## src/rtl/riscv_pipe_pkg.sv

```systemverilog
// riscv_pipe_pkg: types and constants shared across the RV32I pipeline stages.
//   ALU_OP_W / REG_IDX_W : field widths
//   alu_op_e             : ALU operation encodings
//   ctrl_t               : per-instruction control bundle carried down the pipe
//   CTRL_BUBBLE          : control value of an inserted bubble (no side effects)
package riscv_pipe_pkg;

   localparam int ALU_OP_W  = 4;
   localparam int REG_IDX_W = 5;

   typedef enum logic [ALU_OP_W-1:0] {
      ALU_ADD    = 4'd0,
      ALU_SUB    = 4'd1,
      ALU_SLL    = 4'd2,
      ALU_SLT    = 4'd3,
      ALU_SLTU   = 4'd4,
      ALU_XOR    = 4'd5,
      ALU_SRL    = 4'd6,
      ALU_SRA    = 4'd7,
      ALU_OR     = 4'd8,
      ALU_AND    = 4'd9,
      ALU_PASS_B = 4'd10
   } alu_op_e;

   typedef struct packed {
      logic                reg_write;
      logic                mem_read;
      logic                mem_write;
      logic                mem_to_reg;
      logic                alu_src;
      logic                is_halt;
      logic [ALU_OP_W-1:0] alu_op;
   } ctrl_t;

   localparam ctrl_t CTRL_BUBBLE = '0;

endpackage

```

## src/rtl/load_use_detector.sv

```systemverilog
// load_use_detector: flags an instruction in ID that reads the destination of
// a load currently in EX. Purely combinational; also used by the formal
// hazard checker.
//   ex_valid, ex_mem_read, ex_rd        : instruction in EX
//   id_valid, id_rs1/2, id_use_rs1/2    : instruction in ID and which sources it reads
//   load_use                            : hazard present this cycle
import riscv_pipe_pkg::*;

module load_use_detector (
   input  logic                 ex_valid,
   input  logic                 ex_mem_read,
   input  logic [REG_IDX_W-1:0] ex_rd,
   input  logic                 id_valid,
   input  logic                 id_use_rs1,
   input  logic                 id_use_rs2,
   input  logic [REG_IDX_W-1:0] id_rs1,
   input  logic [REG_IDX_W-1:0] id_rs2,
   output logic                 load_use
);

   logic ex_is_load;
   logic rs1_hit;
   logic rs2_hit;

   always_comb begin
      // A load to x0 never produces a value anyone can depend on.
      ex_is_load = ex_valid && ex_mem_read && (ex_rd != '0);
      rs1_hit    = id_use_rs1 && (id_rs1 == ex_rd);
      rs2_hit    = id_use_rs2 && (id_rs2 == ex_rd);
      load_use   = ex_is_load && id_valid && (rs1_hit || rs2_hit);
   end

endmodule

```

## src/rtl/id_ex_stage.sv

```systemverilog
// id_ex_stage: ID/EX pipeline register with load-use stall and flush bubbles.
//   clk, reset_n                 : core clock, async active-low reset
//   id_*                         : decoded instruction from ID
//   ex_flush                     : EX resolved a taken/mispredicted transfer
//   ex_*                         : registered instruction presented to EX
//   pc_write, if_id_write        : 0 holds PC and IF/ID (load-use stall)
//   stall_cnt, flush_cnt         : saturating event counters for perf CSRs
import riscv_pipe_pkg::*;

module id_ex_stage #(
   parameter int XLEN  = 32,
   parameter int CNT_W = 32
) (
   input  logic                 clk,
   input  logic                 reset_n,

   input  logic                 id_valid,
   input  logic [XLEN-1:0]      id_pc,
   input  logic [REG_IDX_W-1:0] id_rs1,
   input  logic [REG_IDX_W-1:0] id_rs2,
   input  logic [REG_IDX_W-1:0] id_rd,
   input  logic                 id_use_rs1,
   input  logic                 id_use_rs2,
   input  logic [XLEN-1:0]      id_rs1_data,
   input  logic [XLEN-1:0]      id_rs2_data,
   input  logic [XLEN-1:0]      id_imm,
   input  logic                 id_reg_write,
   input  logic                 id_mem_read,
   input  logic                 id_mem_write,
   input  logic                 id_mem_to_reg,
   input  logic                 id_alu_src,
   input  logic                 id_is_halt,
   input  logic [ALU_OP_W-1:0]  id_alu_op,

   input  logic                 ex_flush,

   output logic                 ex_valid,
   output logic [XLEN-1:0]      ex_pc,
   output logic [REG_IDX_W-1:0] ex_rs1,
   output logic [REG_IDX_W-1:0] ex_rs2,
   output logic [REG_IDX_W-1:0] ex_rd,
   output logic [XLEN-1:0]      ex_rs1_data,
   output logic [XLEN-1:0]      ex_rs2_data,
   output logic [XLEN-1:0]      ex_imm,
   output logic                 ex_reg_write,
   output logic                 ex_mem_read,
   output logic                 ex_mem_write,
   output logic                 ex_mem_to_reg,
   output logic                 ex_alu_src,
   output logic                 ex_is_halt,
   output logic [ALU_OP_W-1:0]  ex_alu_op,

   output logic                 pc_write,
   output logic                 if_id_write,
   output logic [CNT_W-1:0]     stall_cnt,
   output logic [CNT_W-1:0]     flush_cnt
);

   function automatic logic [CNT_W-1:0] sat_inc(input logic [CNT_W-1:0] v,
                                                input logic             en);
      if (en && (v != '1))
         return v + {{(CNT_W-1){1'b0}}, 1'b1};
      return v;
   endfunction

   logic                 valid_d,     valid_q;
   logic [XLEN-1:0]      pc_d,        pc_q;
   logic [REG_IDX_W-1:0] rs1_d,       rs1_q;
   logic [REG_IDX_W-1:0] rs2_d,       rs2_q;
   logic [REG_IDX_W-1:0] rd_d,        rd_q;
   logic [XLEN-1:0]      rs1_data_d,  rs1_data_q;
   logic [XLEN-1:0]      rs2_data_d,  rs2_data_q;
   logic [XLEN-1:0]      imm_d,       imm_q;
   ctrl_t                ctrl_d,      ctrl_q;
   logic [CNT_W-1:0]     stall_cnt_d, stall_cnt_q;
   logic [CNT_W-1:0]     flush_cnt_d, flush_cnt_q;

   ctrl_t id_ctrl;
   logic  load_use;
   logic  stall;
   logic  bubble;

   load_use_detector u_load_use_detector (
      .ex_valid    (valid_q),
      .ex_mem_read (ctrl_q.mem_read),
      .ex_rd       (rd_q),
      .id_valid    (id_valid),
      .id_use_rs1  (id_use_rs1),
      .id_use_rs2  (id_use_rs2),
      .id_rs1      (id_rs1),
      .id_rs2      (id_rs2),
      .load_use    (load_use)
   );

   // The flush squashes the ID instruction anyway, so holding the front end
   // for it would only waste a cycle.
   assign stall       = load_use && !ex_flush;
   assign bubble      = ex_flush || stall;
   assign pc_write    = !stall;
   assign if_id_write = !stall;

   always_comb begin
      id_ctrl = '{reg_write:  id_reg_write,
                  mem_read:   id_mem_read,
                  mem_write:  id_mem_write,
                  mem_to_reg: id_mem_to_reg,
                  alu_src:    id_alu_src,
                  is_halt:    id_is_halt,
                  alu_op:     id_alu_op};

      valid_d    = id_valid;
      pc_d       = id_pc;
      rs1_d      = id_rs1;
      rs2_d      = id_rs2;
      rd_d       = id_rd;
      rs1_data_d = id_rs1_data;
      rs2_data_d = id_rs2_data;
      imm_d      = id_imm;
      ctrl_d     = id_valid ? id_ctrl : CTRL_BUBBLE;

      // Bubble zeroes indices too, so forwarding sees rd = 0 and never matches.
      if (bubble) begin
         valid_d    = 1'b0;
         pc_d       = '0;
         rs1_d      = '0;
         rs2_d      = '0;
         rd_d       = '0;
         rs1_data_d = '0;
         rs2_data_d = '0;
         imm_d      = '0;
         ctrl_d     = CTRL_BUBBLE;
      end

      stall_cnt_d = sat_inc(stall_cnt_q, stall);
      flush_cnt_d = sat_inc(flush_cnt_q, ex_flush && id_valid);
   end

   always_ff @(posedge clk or negedge reset_n) begin
      if (!reset_n) begin
         valid_q     <= 1'b0;
         pc_q        <= '0;
         rs1_q       <= '0;
         rs2_q       <= '0;
         rd_q        <= '0;
         rs1_data_q  <= '0;
         rs2_data_q  <= '0;
         imm_q       <= '0;
         ctrl_q      <= CTRL_BUBBLE;
         stall_cnt_q <= '0;
         flush_cnt_q <= '0;
      end else begin
         valid_q     <= valid_d;
         pc_q        <= pc_d;
         rs1_q       <= rs1_d;
         rs2_q       <= rs2_d;
         rd_q        <= rd_d;
         rs1_data_q  <= rs1_data_d;
         rs2_data_q  <= rs2_data_d;
         imm_q       <= imm_d;
         ctrl_q      <= ctrl_d;
         stall_cnt_q <= stall_cnt_d;
         flush_cnt_q <= flush_cnt_d;
      end
   end

   assign ex_valid      = valid_q;
   assign ex_pc         = pc_q;
   assign ex_rs1        = rs1_q;
   assign ex_rs2        = rs2_q;
   assign ex_rd         = rd_q;
   assign ex_rs1_data   = rs1_data_q;
   assign ex_rs2_data   = rs2_data_q;
   assign ex_imm        = imm_q;
   assign ex_reg_write  = ctrl_q.reg_write;
   assign ex_mem_read   = ctrl_q.mem_read;
   assign ex_mem_write  = ctrl_q.mem_write;
   assign ex_mem_to_reg = ctrl_q.mem_to_reg;
   assign ex_alu_src    = ctrl_q.alu_src;
   assign ex_is_halt    = ctrl_q.is_halt;
   assign ex_alu_op     = ctrl_q.alu_op;
   assign stall_cnt     = stall_cnt_q;
   assign flush_cnt     = flush_cnt_q;

endmodule

```

## config.mk

```make
export PLATFORM = sky130hd
export DESIGN_NAME = id_ex_stage
export DESIGN_NICKNAME = d
export VERILOG_FILES = /design/src/rtl/riscv_pipe_pkg.sv /design/src/rtl/load_use_detector.sv /design/src/rtl/id_ex_stage.sv
export SDC_FILE = /design/constraint.sdc
export NUM_CORES = 1
export LEC_CHECK = 0
export ABC_AREA = 1
export BUFFER_PORTS_ARGS = -buffer_cell sky130_fd_sc_hd__buf_4
export CAP_MARGIN = 10
export CORE_UTILIZATION = 35
export CTS_CLUSTER_DIAMETER = 120
export DETAILED_ROUTE_END_ITERATION = 10
export GPL_TIMING_DRIVEN = 1
export PLACE_DENSITY = 0.64
export SLEW_MARGIN = 25
export SYNTH_ARGS = -nofsm -noshare
export SYNTH_HDL_FRONTEND = slang
export SYNTH_SLANG_ARGS = --single-unit
```

## constraint.sdc

```tcl
create_clock -name clk -period 3.8 [get_ports clk]
set_input_delay 0.76 -clock clk [delete_from_list [all_inputs] [get_ports clk]]
set_output_delay 0.76 -clock clk [all_outputs]
set_load 0.02 [all_outputs]
```

[Word-level counts from Yosys, hierarchy flattened]
Cells that the tools add are included.
Storage, ports and cells
  register bits after elaboration: 218
  input port bits: 159
  output and inout bits: 220
  word-level logic and storage cells: 52
Cells by class
  $add $sub $neg: 2
  equal/unequal tests: 4
  muxes and demuxes: 14
  reduce and logical (&&, ||, !) cells: 15
Operators with widths (count)
  32-bit two-way mux: 6
  32-bit by 1-bit adder with 32-bit output, second input constant: 2
  32-bit != test, second input constant: 2
  10-bit two-way mux: 2
  5-bit two-way mux: 3
  5-bit equality test: 2
  1-bit logical AND: 10
  5-bit nonzero test: 1
  1-bit two-way mux: 3
  1-bit logical NOT: 2
  1-bit logical OR: 2

[Depth between registers and ports, before layout]
Gate-level depths: netlist (run 1).
  word-level depth: 7
  gate-level depth with buffers: 11
  gate-level depth less buffers: 10

[Hierarchy]
Synthesis (run 1) repeated with hierarchy kept, for this count alone.
Second synthesis, totals
  cell total of the unflattened synthesis: 1198
  area, all modules: 9556.7 sq um
By module, submodules not included
  id_ex_stage: instances 1, cells each 1146, area an instance 9341.5 sq um, sequential area each 5455.2 sq um
  load_use_detector: instances 1, cells each 52, area an instance 215.2 sq um, sequential area each 0.0 sq um

[Worst setup path before layout (run 1)]
Ideal clock, no wire load.
  path kind: input port to output port
  from: in id_rs1[1]
  to: out pc_write
  arrival time: 1.540 ns
  required time: 3.040 ns
  slack: 1.500 ns
  stages on the path: 8
  path buffers: 1
  path through: inv_1 nand2_1 nand2_1 nor2_1 nand3_1 nand2_1 nand3_2 buf_4
On the way
  longest elaborated chain between the ends: 6
Ends and longest elaborated chain
  from (decl): RTL line id_ex_stage.sv:19  | input logic [REG_IDX_W-1:0] id_rs1,
  5-bit equality test: RTL line load_use_detector.sv:28  | rs1_hit = id_use_rs1 && (id_rs1 == ex_rd);
  1-bit logical AND: RTL line load_use_detector.sv:28
  1-bit logical OR: RTL line load_use_detector.sv:30  | load_use = ex_is_load && id_valid && (rs1_hit || rs2_hit);
  1-bit logical AND: RTL line load_use_detector.sv:30
  1-bit logical AND: RTL line id_ex_stage.sv:97  | assign stall = load_use && !ex_flush;
  1-bit logical NOT
  to (decl): RTL line id_ex_stage.sv:53  | output logic pc_write,
Every way passes these cells.

[Worst setup path in the final report (run 1)]
  from: reg rd_q[0] (netlist: ex_rd[0])
  to: out pc_write
On the way
  longest elaborated chain between the ends: 6
  elaborated cells on any way between the ends: 11
  classes of those cells: eq/ne: 2; reduce/logical: 9
Ends and longest elaborated chain
  from (decl): RTL line id_ex_stage.sv:70  | logic [REG_IDX_W-1:0] rd_d, rd_q;
  from (signal assigned): RTL line id_ex_stage.sv:156  | rd_q <= rd_d;
  5-bit equality test, or another cell as far along: RTL line load_use_detector.sv:28
  1-bit logical AND, on equally long branches: RTL line load_use_detector.sv:28, load_use_detector.sv:27, load_use_detector.sv:29
  1-bit logical OR / 1-bit logical AND (equally long branches): RTL line load_use_detector.sv:30
  1-bit logical AND *: RTL line load_use_detector.sv:30
  1-bit logical AND *: RTL line id_ex_stage.sv:97
  1-bit logical NOT *: RTL line id_ex_stage.sv:99  | assign pc_write = !stall;
Mark *: on every way between the ends. The rest lies on a longest branch, timed or not.

==> results of run 1 <==
==> synth_stat cells, types with 2 or more instances <==
| cell | count |
|---|---|
| nand2_1 | 337 |
| nor2_1 | 240 |
| dfrtp_1 | 218 |
| inv_1 | 177 |
| xor2_1 | 26 |
| nand2_2 | 15 |
| nand3_1 | 15 |
| buf_2 | 13 |
| nand3b_1 | 13 |
| nor3_1 | 13 |
| xnor2_1 | 13 |
| nand4_1 | 12 |
| o21ai_0 | 12 |
| inv_2 | 9 |
| buf_6 | 8 |
| buf_4 | 7 |
| nor2_4 | 4 |
| a21boi_0 | 3 |
| nand3_2 | 3 |
| ha_1 | 2 |
| nand4_2 | 2 |
| nor2_2 | 2 |
| nor3_2 | 2 |
| nor3_4 | 2 |
==> routing by layer <==
layer	routed length (µm)	up-vias
met4	964	2
met1	11000	3887
met2	13600	262
met3	2490	60
met5	13	-
li1	-	4157
==> power by group <==
part | switching, mW | internal, mW | total, mW
combinational | 0.423 | 0.328 | 0.751
sequential | 0.0740 | 2.43 | 2.51
clock | 0.966 | 1.40 | 2.37
==> worst paths after layout <==
check	startpoint	to	slack, ns	cells after the start
worst max-delay path	ex_rd[0]$_DFF_PN0_	pc_write	1.11	8
worst min-delay path	reset_n	flush_cnt[22]$_DFFE_PN0P_	0.25	1
worst max register to register	flush_cnt[0]$_DFFE_PN0P_	flush_cnt[20]$_DFFE_PN0P_	1.44	9
worst min register to register	flush_cnt[14]$_DFFE_PN0P_	flush_cnt[14]$_DFFE_PN0P_	0.54	2
max in group asynchronous	reset_n	ex_pc[15]$_DFF_PN0_	2.69	2
min in group clk	id_rs2_data[8]	ex_rs2_data[8]$_DFF_PN0_	0.43	3
==> critical path: stages, from the launching register on <==
cell	delay (ns)
dfrtp_1	0.51
inv_2	0.10
nand2_1	0.07
nand2_1	0.04
nor2_1	0.08
nand3_1	0.10
nand2_1	0.15
nand3_2	0.15
buf_4	0.20
==> metrics by stage <==
step	cell area, µm²	total power [mW]
after global routing	13600	5.86
after floorplan	9620	2.88
after global placement	12800	3.30
final	13600	5.63
after CTS	13600	5.72
after detailed placement	12800	3.31
==> cells by family after synthesis <==
logic type | after synthesis | share of synthesized area
DFF | 218 | 0.567
buffers and inverters | 216 | 0.0950
xor gates and xnor gates | 39 | 0.0355
AOI/OAI and AO/OA | 19 | 0.0117
and+or+nand+nor | 662 | 0.288
adders and majority gates | 2 | 0.00260
==> cell type report <==
type | count | area, µm²
clock buffer | 38 | 734
timing repair buffer | 384 | 2930
clock inverter | 6 | 72.6
fill | 2628 | 13400
sequential | 218 | 5460
inverter | 187 | 702
multi-input combinational | 722 | 3250
tap | 341 | 427
==> parameters.txt, run 1 <==
Parameter                              Value

Final layout
  Most frequent standard cell in the layout excluding fill and tap cells    buf_4
  Final standard cell count with taps included and fillers excluded    1896
  Utilization of the core after routing    0.504
  Total Nets Final    1699
  Antenna cells    0
  Leading cell types in the layout, fill and taps excluded    380 x buf_4, 337 x nand2_1, 240 x nor2_1
  Post-synthesis to final-layout area growth    41.1%
  Layout cells sized above 1    0.298

Placement
  Number of placed cells counting well taps    1852
  HPWL reported at the end of detailed placement    21000 µm
  Worst setup timing slack at the placement stage    1.28 ns
  Input/output buffers    378
  Routability congestion estimate from global placement    0.881

STA
  Worst relative slew slack    0.458
  Tcrit/Tclk final    0.709
  Worst clock skew    0.0208 ns
  Setup repair after global routing missed its margin    no
  Sum of negative setup slack    0 ns
  Transition time at the pin with the least slew margin    0.811 ns
  Hold slack final    0.247 ns
  Post-layout minimum cycle time    2.69 ns
  Count of final hold-check violations    0
  Worst-case setup margin in the final layout    1.11 ns
  Final setup violation count    0
  Fmax    0.371 GHz
  Max Slew Vio Count    0

Route
  Remaining routing DRC violations    0
  DRC marker count from the first detailed-route iteration    475
  Routed wire length per instance    14.8 µm
  Count of TritonRoute iterations in the first routing pass    5
  Final wirelength    28100 µm
  Via density per instance    4.41
  Via count    8368
  Antenna viol nets, final    0

Logic synthesis
  Ys flop type    dfrtp_1
  Share of synthesized registers carrying an async set or reset    1.00
  Number of flip-flops and latches in the synthesized netlist    218
  Part of the Yosys area used for sequential elements    0.567
  Synthesized netlist cell count    1156
  Syn_nets    1317
  Dominant cell type by area after synthesis    dfrtp_1
  Total number of yosys warnings    0
  EDFF count, synth    0
  Per-instance average area after synthesis    8.32 µm²
  Cell variety after synth    32
  Post-synth design cell area    0.00962 mm²
  Top-area cell type share of the netlist area    0.567
  Main area contributors after synthesis    dfrtp_1 57%, nand2_1 13%, nor2_1 9.4%, inv_1 6.9%, xor2_1 2.4%

Worst hold path
  Min-delay worst type    primary input to async pin

Floorplan
  Die extent in y    168 µm
  Die outline width    168 µm
  Io pins    379
  Initial Utilization    0.357
  Area of the die    0.0281 mm²
  Cell Rows    60
  Total core area    0.0270 mm²

Worst setup path
  Nature of the critical path endpoint    output port
  CP Launch Type    flop
  Arrival time of data at the critical path endpoint    1.93 ns
  Category of the most critical setup path    flop to output port
  Maximum fanout along the worst path    4
  CP Data Required Time    3.04 ns

Clock tree
  Number of gates given a new drive strength after cts    0
  Number of setup buffers added after CTS    0
  Number of sinks handled by clock tree synthesis    218
  Post-CTS Hold Buffers    0
  Maximum count of clock buffers along a single path    3
  Library cell used as clock root buffer    clkbuf_16
  Clock-pin transition on the worst setup and hold timing paths    0.06 ns
  Insertion delay of the later-clocked pin in the worst-skew pair    0.54 ns
  H-tree depth    1
  TritonCTS clock tree    built
  Number of buffers inserted during clock tree synthesis    25

Global routing
  Overflow after GRT    0
  Met1 Track Usage GR    0.231
  Met2 Usage GRT    0.335
  Global-route wire length before repair    44000 µm
  Met3 demand-to-capacity share in global routing    0.0754
  Maximum number of pins on one net before global-route repair    92
  Overall track demand over capacity in global routing    0.199
  Number of global-route vias before repair    8259
  Global-route layer with the greatest usage    met2
  Number of antenna violations at the first check in global routing    1

Job
  Count of maximum capacitance violations    0

Pwr
  Worst voltage drop across the vdd grid    0.435 mV
  Leakage power    7.54 nW
  Power density normalized to cell area    415 mW/mm²

Outcome
  Result of the run    finished clean
Power figures use the tool's default switching activity.
==> run 2, diff against run 1 <==
Settings changed: PLACE_DENSITY 0.64 to 0.66.
Clock period 3.8 ns to 2.2 ns, I/O delays scaled along.
==> parameters.txt, run 2 (synthesis gave the netlist of run 1 again) <==
Parameter                              Value

Route
  Via density per instance    4.45
  Final wirelength    28800 µm
  Via count    8547
  Count of TritonRoute iterations in the first routing pass    6
  DRC marker count from the first detailed-route iteration    429
  Antenna viol nets, final    0
  Remaining routing DRC violations    0
  Routed wire length per instance    15.0 µm

Worst setup path
  CP Data Required Time    1.76 ns
  CP Launch Type    flop
  Number of cells traversed by the worst register-to-register path    10
  Worst R2R End    stall_cnt[6]$_DFFE_PN0P_
  CP peak stage delay    0.42 ns
  Crit Reg-Reg Startpoint    stall_cnt[1]$_DFFE_PN0P_
  Arrival time of data at the critical path endpoint    1.69 ns
  Category of the most critical setup path    flop to output port
  Nature of the critical path endpoint    output port
  Critical path's slowest cell    dfrtp_1
  Critical path cell sequence    inv_2, nand2_2, nand2_1, nor2_1, nand3_1, nand2_2, nand3_4, buf_6
  Slack of the worst reg-to-reg path    0.23 ns
  Cell repeated most along the worst path    nand2_2
  Maximum fanout along the worst path    4

Clock tree
  Clock-pin transition on the worst setup and hold timing paths    0.06 ns
  Library cell used as clock root buffer    clkbuf_16
  Number of sinks handled by clock tree synthesis    218
  TritonCTS clock tree    built
  Maximum count of clock buffers along a single path    3
  Number of buffers inserted during clock tree synthesis    25
  Insertion delay of the later-clocked pin in the worst-skew pair    0.53 ns
  H-tree depth    1

Final layout
  Antenna cells    0
  Leading cell types in the layout, fill and taps excluded    397 x buf_4, 332 x nand2_1, 239 x nor2_1
  Total Nets Final    1724
  Final Cell Area    0.0139 mm²
  Most frequent standard cell in the layout excluding fill and tap cells    buf_4
  Final standard cell count with taps included and fillers excluded    1922
  Post-synthesis to final-layout area growth    44.8%
  Layout cells sized above 1    0.316
  Utilization of the core after routing    0.517

STA
  Tcrit/Tclk final    0.969
  Sum of negative setup slack    0 ns
  Worst-case setup margin in the final layout    0.0691 ns
  Worst relative slew slack    0.531
  Final setup violation count    0
  Setup repair after global routing missed its margin    yes
  Transition time at the pin with the least slew margin    0.702 ns
  Post-layout minimum cycle time    2.13 ns
  Count of final hold-check violations    0
  Fmax    0.469 GHz
  Hold slack final    0.120 ns
  Worst clock skew    0.0129 ns
  Max Slew Vio Count    0

Worst hold path
  Hold path startpoint    id_imm[2]
  Hold path cells    3
  End point of the worst hold path    ex_imm[2]$_DFF_PN0_
  Min-delay worst type    primary input to flop

Job
  Count of maximum capacitance violations    0

Placement
  Number of placed cells counting well taps    1869
  Input/output buffers    378
  HPWL reported at the end of detailed placement    21800 µm
  Total placed instance area    0.0130 mm²
  Worst setup timing slack at the placement stage    0.201 ns
  Routability congestion estimate from global placement    0.913

Pwr
  Total power of the final layout    10.0 mW
  Worst voltage drop across the vdd grid    0.654 mV
  Switching pwr    2.56 mW
  Portion of total power attributed to sequential cells    0.431
  Leakage power    7.72 nW
  Internal power component    7.47 mW
  Power density normalized to cell area    721 mW/mm²
  Clock network power share    0.432
  Portion of total power attributed to combinational logic    0.137
  Switching share of power    0.255

Outcome
  Result of the run    finished clean

Floorplan
  Cell Rows    60
  Die outline width    168 µm
  Initial Utilization    0.357
  Die extent in y    168 µm
  Area of the die    0.0281 mm²
  Io pins    379
  Total core area    0.0270 mm²

Global routing
  Global-route wire length before repair    44900 µm
  Overall track demand over capacity in global routing    0.202
  Maximum number of pins on one net before global-route repair    60
  Number of global-route vias before repair    8442
  Overflow after GRT    0
  Number of antenna violations at the first check in global routing    0
## run 2: cell types whose count changed in the layout (fill, tap and decap cells not counted), sizes merged
cell         previous run  this run
dlygate4sd3             0         1
bufinv                  1         3
buf                   384       408
inv                   187       188
clkbuf                 38        36
## run 2: layout make-up
type / count / area [µm²]
tap: 341 / 427
clock inverter: 9 / 141
sequential: 218 / 5460
inverter: 187 / 702
clock buffer: 36 / 727
fill: 2539 / 13000
timing repair buffer: 409 / 3190
multi-input combinational: 722 / 3280
## run 2: worst max path at each step
stage,from,end,slack (ns),cells past startpoint
after floorplan,flush_cnt[0]$_DFFE_PN0P_,flush_cnt[11]$_DFFE_PN0P_,0.36,10
after global placement,id_rs2[1],ex_rd[0]$_DFF_PN0_,0.20,10
after detailed placement,id_rs2[2],stall_cnt[30]$_DFFE_PN0P_,0.20,11
after CTS,ex_rd[2]$_DFF_PN0_,pc_write,0.02,8
after global routing,ex_rd[4]$_DFF_PN0_,pc_write,-0.03,8
final,ex_rd[1]$_DFF_PN0_,pc_write,0.07,8
## run 2: power by group through the flow
stage / clock (mW) / combinational (mW) / sequential (mW)
floorplan: 0 / 0.342 / 4.64
global placement: 0 / 1.36 / 4.39
detailed placement: 0 / 1.38 / 4.39
CTS: 4.44 / 1.38 / 4.32
global route: 4.58 / 1.50 / 4.34
finish: 4.33 / 1.38 / 4.32
## run 2: per-layer routing
| metal | GRT usage | vias to the layer above | share of wire | wire, µm |
|---|---|---|---|---|
| met4 | 0.0606 | 0 | 0.028 | 794 |
| met5 | 0 | - | 0 | 0 |
| li1 | - | 4219 | - | - |
| met1 | 0.248 | 3995 | 0.40 | 11500 |
| met3 | 0.0624 | 52 | 0.079 | 2270 |
| met2 | 0.340 | 281 | 0.49 | 14200 |
## run 2: worst max-delay path: cells and delay by family (launching register included)
family	cells	cell delay [ns]
flops	1	0.42
simple gates	6	0.51
buf+inv	2	0.23
## run 2: timing repair
item                                    4_1_cts  5_1_grt
setup buffers                                 2        5
hold buffers                                  1        0
endpoints found under the setup margin        2        2
gates resized for setup                       1       10
endpoints found under the hold margin        53        0
pin swaps                                     1        6
gates cloned                                  0        0
==> run 3, diff against run 2 <==
Settings changed: SYNTH_HIERARCHICAL set to 1.
==> parameters.txt, run 3 <==
Parameter                              Value

Outcome
  Result of the run    complete, but fails checks
  Violations in the final reports    setup timing

Route
  Final wirelength    29200 µm
  Remaining routing DRC violations    0
  Routed wire length per instance    14.8 µm
  Via count    8722
  Count of TritonRoute iterations in the first routing pass    5
  DRC marker count from the first detailed-route iteration    426
  Antenna viol nets, final    0
  Via density per instance    4.43

Floorplan
  Die extent in y    167 µm
  Die outline width    167 µm
  Io pins    379
  Total core area    0.0269 mm²
  Initial Utilization    0.356
  Area of the die    0.0280 mm²
  Cell Rows    60

Logic synthesis
  Cell variety after synth    27
  Synthesized netlist cell count    1198
  Ys flop type    dfrtp_1
  Synthesized-area fraction occupied by ao, oa, aoi and oai cells    0.00511
  Share of synthesized registers carrying an async set or reset    1.00
  Combinational family with the most area after synthesis    simple AND/OR/NAND/NOR gates
  Main area contributors after synthesis    dfrtp_1 57%, nand2_1 14%, nor2_1 10%, inv_1 7.8%, nand3_1 2.0%
  EDFF count, synth    0
  Most common library cells after synthesis    355 x nand2_1, 265 x nor2_1, 218 x dfrtp_1
  Share of cell area taken by muxes after synthesis    0
  Total number of yosys warnings    6
  Leading cell type by number of instances after synthesis    nand2_1
  Share of synthesized cell area in full adder, half adder and majority cells    0.00262
  Syn_nets    1359
  Area share of xor/xnor cells in the synthesized design    0.0156
  Part of the Yosys area used for sequential elements    0.571
  Per-instance average area after synthesis    7.98 µm²
  Simple-Gate Fraction of Synth Area    0.310
  Dominant cell type by area after synthesis    dfrtp_1
  Top-area cell type share of the netlist area    0.571
  Post-synth design cell area    0.00956 mm²
  Number of flip-flops and latches in the synthesized netlist    218

Final layout
  Total Nets Final    1766
  Post-synthesis to final-layout area growth    44.6%
  Most frequent standard cell in the layout excluding fill and tap cells    buf_4
  Leading cell types in the layout, fill and taps excluded    397 x buf_4, 353 x nand2_1, 262 x nor2_1
  Utilization of the core after routing    0.514
  Layout cells sized above 1    0.298
  Layout fillers    2536
  Final standard cell count with taps included and fillers excluded    1967
  Final Cell Area    0.0138 mm²

Pwr
  Internal power component    7.03 mW
  Worst voltage drop across the vdd grid    0.658 mV
  Power density normalized to cell area    686 mW/mm²
  Portion of total power attributed to combinational logic    0.126
  Leakage power    7.55 nW
  Switching share of power    0.259
  Clock network power share    0.423
  Switching pwr    2.46 mW
  Portion of total power attributed to sequential cells    0.452

Clock tree
  Insertion delay of the later-clocked pin in the worst-skew pair    0.54 ns
  Maximum count of clock buffers along a single path    3
  Number of sinks handled by clock tree synthesis    218
  Number of buffers inserted during clock tree synthesis    26
  Library cell used as clock root buffer    clkbuf_16
  TritonCTS clock tree    built
  Clock-pin transition on the worst setup and hold timing paths    0.06 ns
  H-tree depth    1

Global routing
  Overflow after GRT    0
  Number of global-route vias before repair    8672
  Number of antenna violations at the first check in global routing    3
  Overall track demand over capacity in global routing    0.208
  Maximum number of pins on one net before global-route repair    70
  Global-route wire length before repair    45800 µm

Worst setup path
  CP Data Required Time    1.76 ns
  Critical path cell sequence    inv_2, nand2_1, a21oi_1, nand3_2, a21oi_2, nand2_2, buf_6, buf_6
  Category of the most critical setup path    flop to output port
  Nature of the critical path endpoint    output port
  Number of cells traversed by the worst register-to-register path    14
  CP Launch Type    flop
  Maximum fanout along the worst path    4
  CP peak stage delay    0.41 ns
  Arrival time of data at the critical path endpoint    1.87 ns
  Cell repeated most along the worst path    buf_6
  Critical path's slowest cell    dfrtp_1

Placement
  Total placed instance area    0.0129 mm²
  Input/output buffers    378
  HPWL reported at the end of detailed placement    22000 µm
  Number of placed cells counting well taps    1910
  Routability congestion estimate from global placement    0.886
  Worst setup timing slack at the placement stage    0.0532 ns

STA
  Worst clock skew    0.0172 ns
  Setup repair after global routing missed its margin    yes
  Fmax    0.433 GHz
  Max Slew Vio Count    0
  Tcrit/Tclk final    1.05
  Post-layout minimum cycle time    2.31 ns
  Worst relative slew slack    0.709
  Worst-case setup margin in the final layout    -0.107 ns
  Final setup violation count    2
  Sum of negative setup slack    -0.141 ns
  Count of final hold-check violations    0
  Transition time at the pin with the least slew margin    0.436 ns

Job
  Count of maximum capacitance violations    0

Worst hold path
  Min-delay worst type    primary input to flop
  Hold path cells    3
==> run 3: changes by cell type in the layout (fill, tap and decap cells not counted), moves of 9 or more <==
cell     before  now
nor2_1      239  262
o21ai_0      12    3
xor2_1       26    8
inv_1       177  198
nand2_1     332  353
nor3_1       13    3
nand3_1      14   37
nand2_2      19    9
==> run 3: logic make-up after synthesis <==
logic type,Yosys count
buffers and inverters,234
DFF,218
xor gates and xnor gates,17
and+or+nand+nor,718
adders and majority gates,2
AOI/OAI and AO/OA,9
==> run 3: critical path, delay by kind of cell (launching register included) <==
family                 cells  cell delay [ns]
flip-flops                 1             0.41
AND/OR/NAND/NOR            3             0.26
buffers and inverters      3             0.35
AO/OA/AOI/OAI              2             0.31
==> run 3: metrics by stage <==
step	total power [mW]	hold WS, ns
6_report	9.48	0.113
5_1_grt	9.88	0.0908
4_1_cts	9.62	0.0844
3_5_place_dp	5.55	0.366
3_3_place_gp	5.53	0.364
2_1_floorplan	4.83	0.144
==> run 3: path summary, 6_finish.rpt <==
path                                            from                   endpoint  slack [ns]
max                               ex_rd[4]$_DFF_PN0_                if_id_write       -0.11
min                                  id_rs2_data[17]  ex_rs2_data[17]$_DFF_PN0_        0.11
max reg2reg                       ex_rd[4]$_DFF_PN0_  stall_cnt[25]$_DFFE_PN0P_        0.24
min reg2reg                stall_cnt[26]$_DFFE_PN0P_  stall_cnt[26]$_DFFE_PN0P_        0.56
max in group asynchronous                    reset_n  ex_rs2_data[24]$_DFF_PN0_        1.12
min in group asynchronous                    reset_n  flush_cnt[14]$_DFFE_PN0P_        0.40
==> run 3: layer usage <==
layer / global-route usage / vias up / wire length, µm
li1: - / 4333 / -
met2: 0.351 / 293 / 14100
met1: 0.245 / 4032 / 11700
met5: 0 / - / 0
met3: 0.0643 / 64 / 2300
met4: 0.0858 / 0 / 1160
==> run 3: area by class of cell <==
class                   count  area, µm²  area share
clock inverters            10       70.1     0.00507
multi-input cells         746       3200       0.232
well taps                 341        427      0.0309
diodes                      3       7.51    0.000543
inverters                 206        778      0.0563
clock buffers              36        728      0.0527
repair buffers            407       3150       0.228
flip-flops and latches    218       5460       0.395
==> run 3: power groups by stage <==
stage                     Clock (mW)  Combinational [mW]  Sequential (mW)
after global routing            4.29                1.30             4.30
after CTS                       4.13                1.21             4.29
after floorplan                    0               0.254             4.57
after detailed placement           0                1.19             4.35
final                           4.01                1.19             4.28
after global placement             0                1.18             4.35
==> run 3: what timing repair did <==
action | 4_1_cts | 5_1_grt
endpoints found under the setup margin | 2 | 9
gates resized for setup | 3 | 7
hold endpoints to repair | 39 | 0
setup buffers | 4 | 3
pin swaps | 3 | 7
hold buffers | 1 | 0
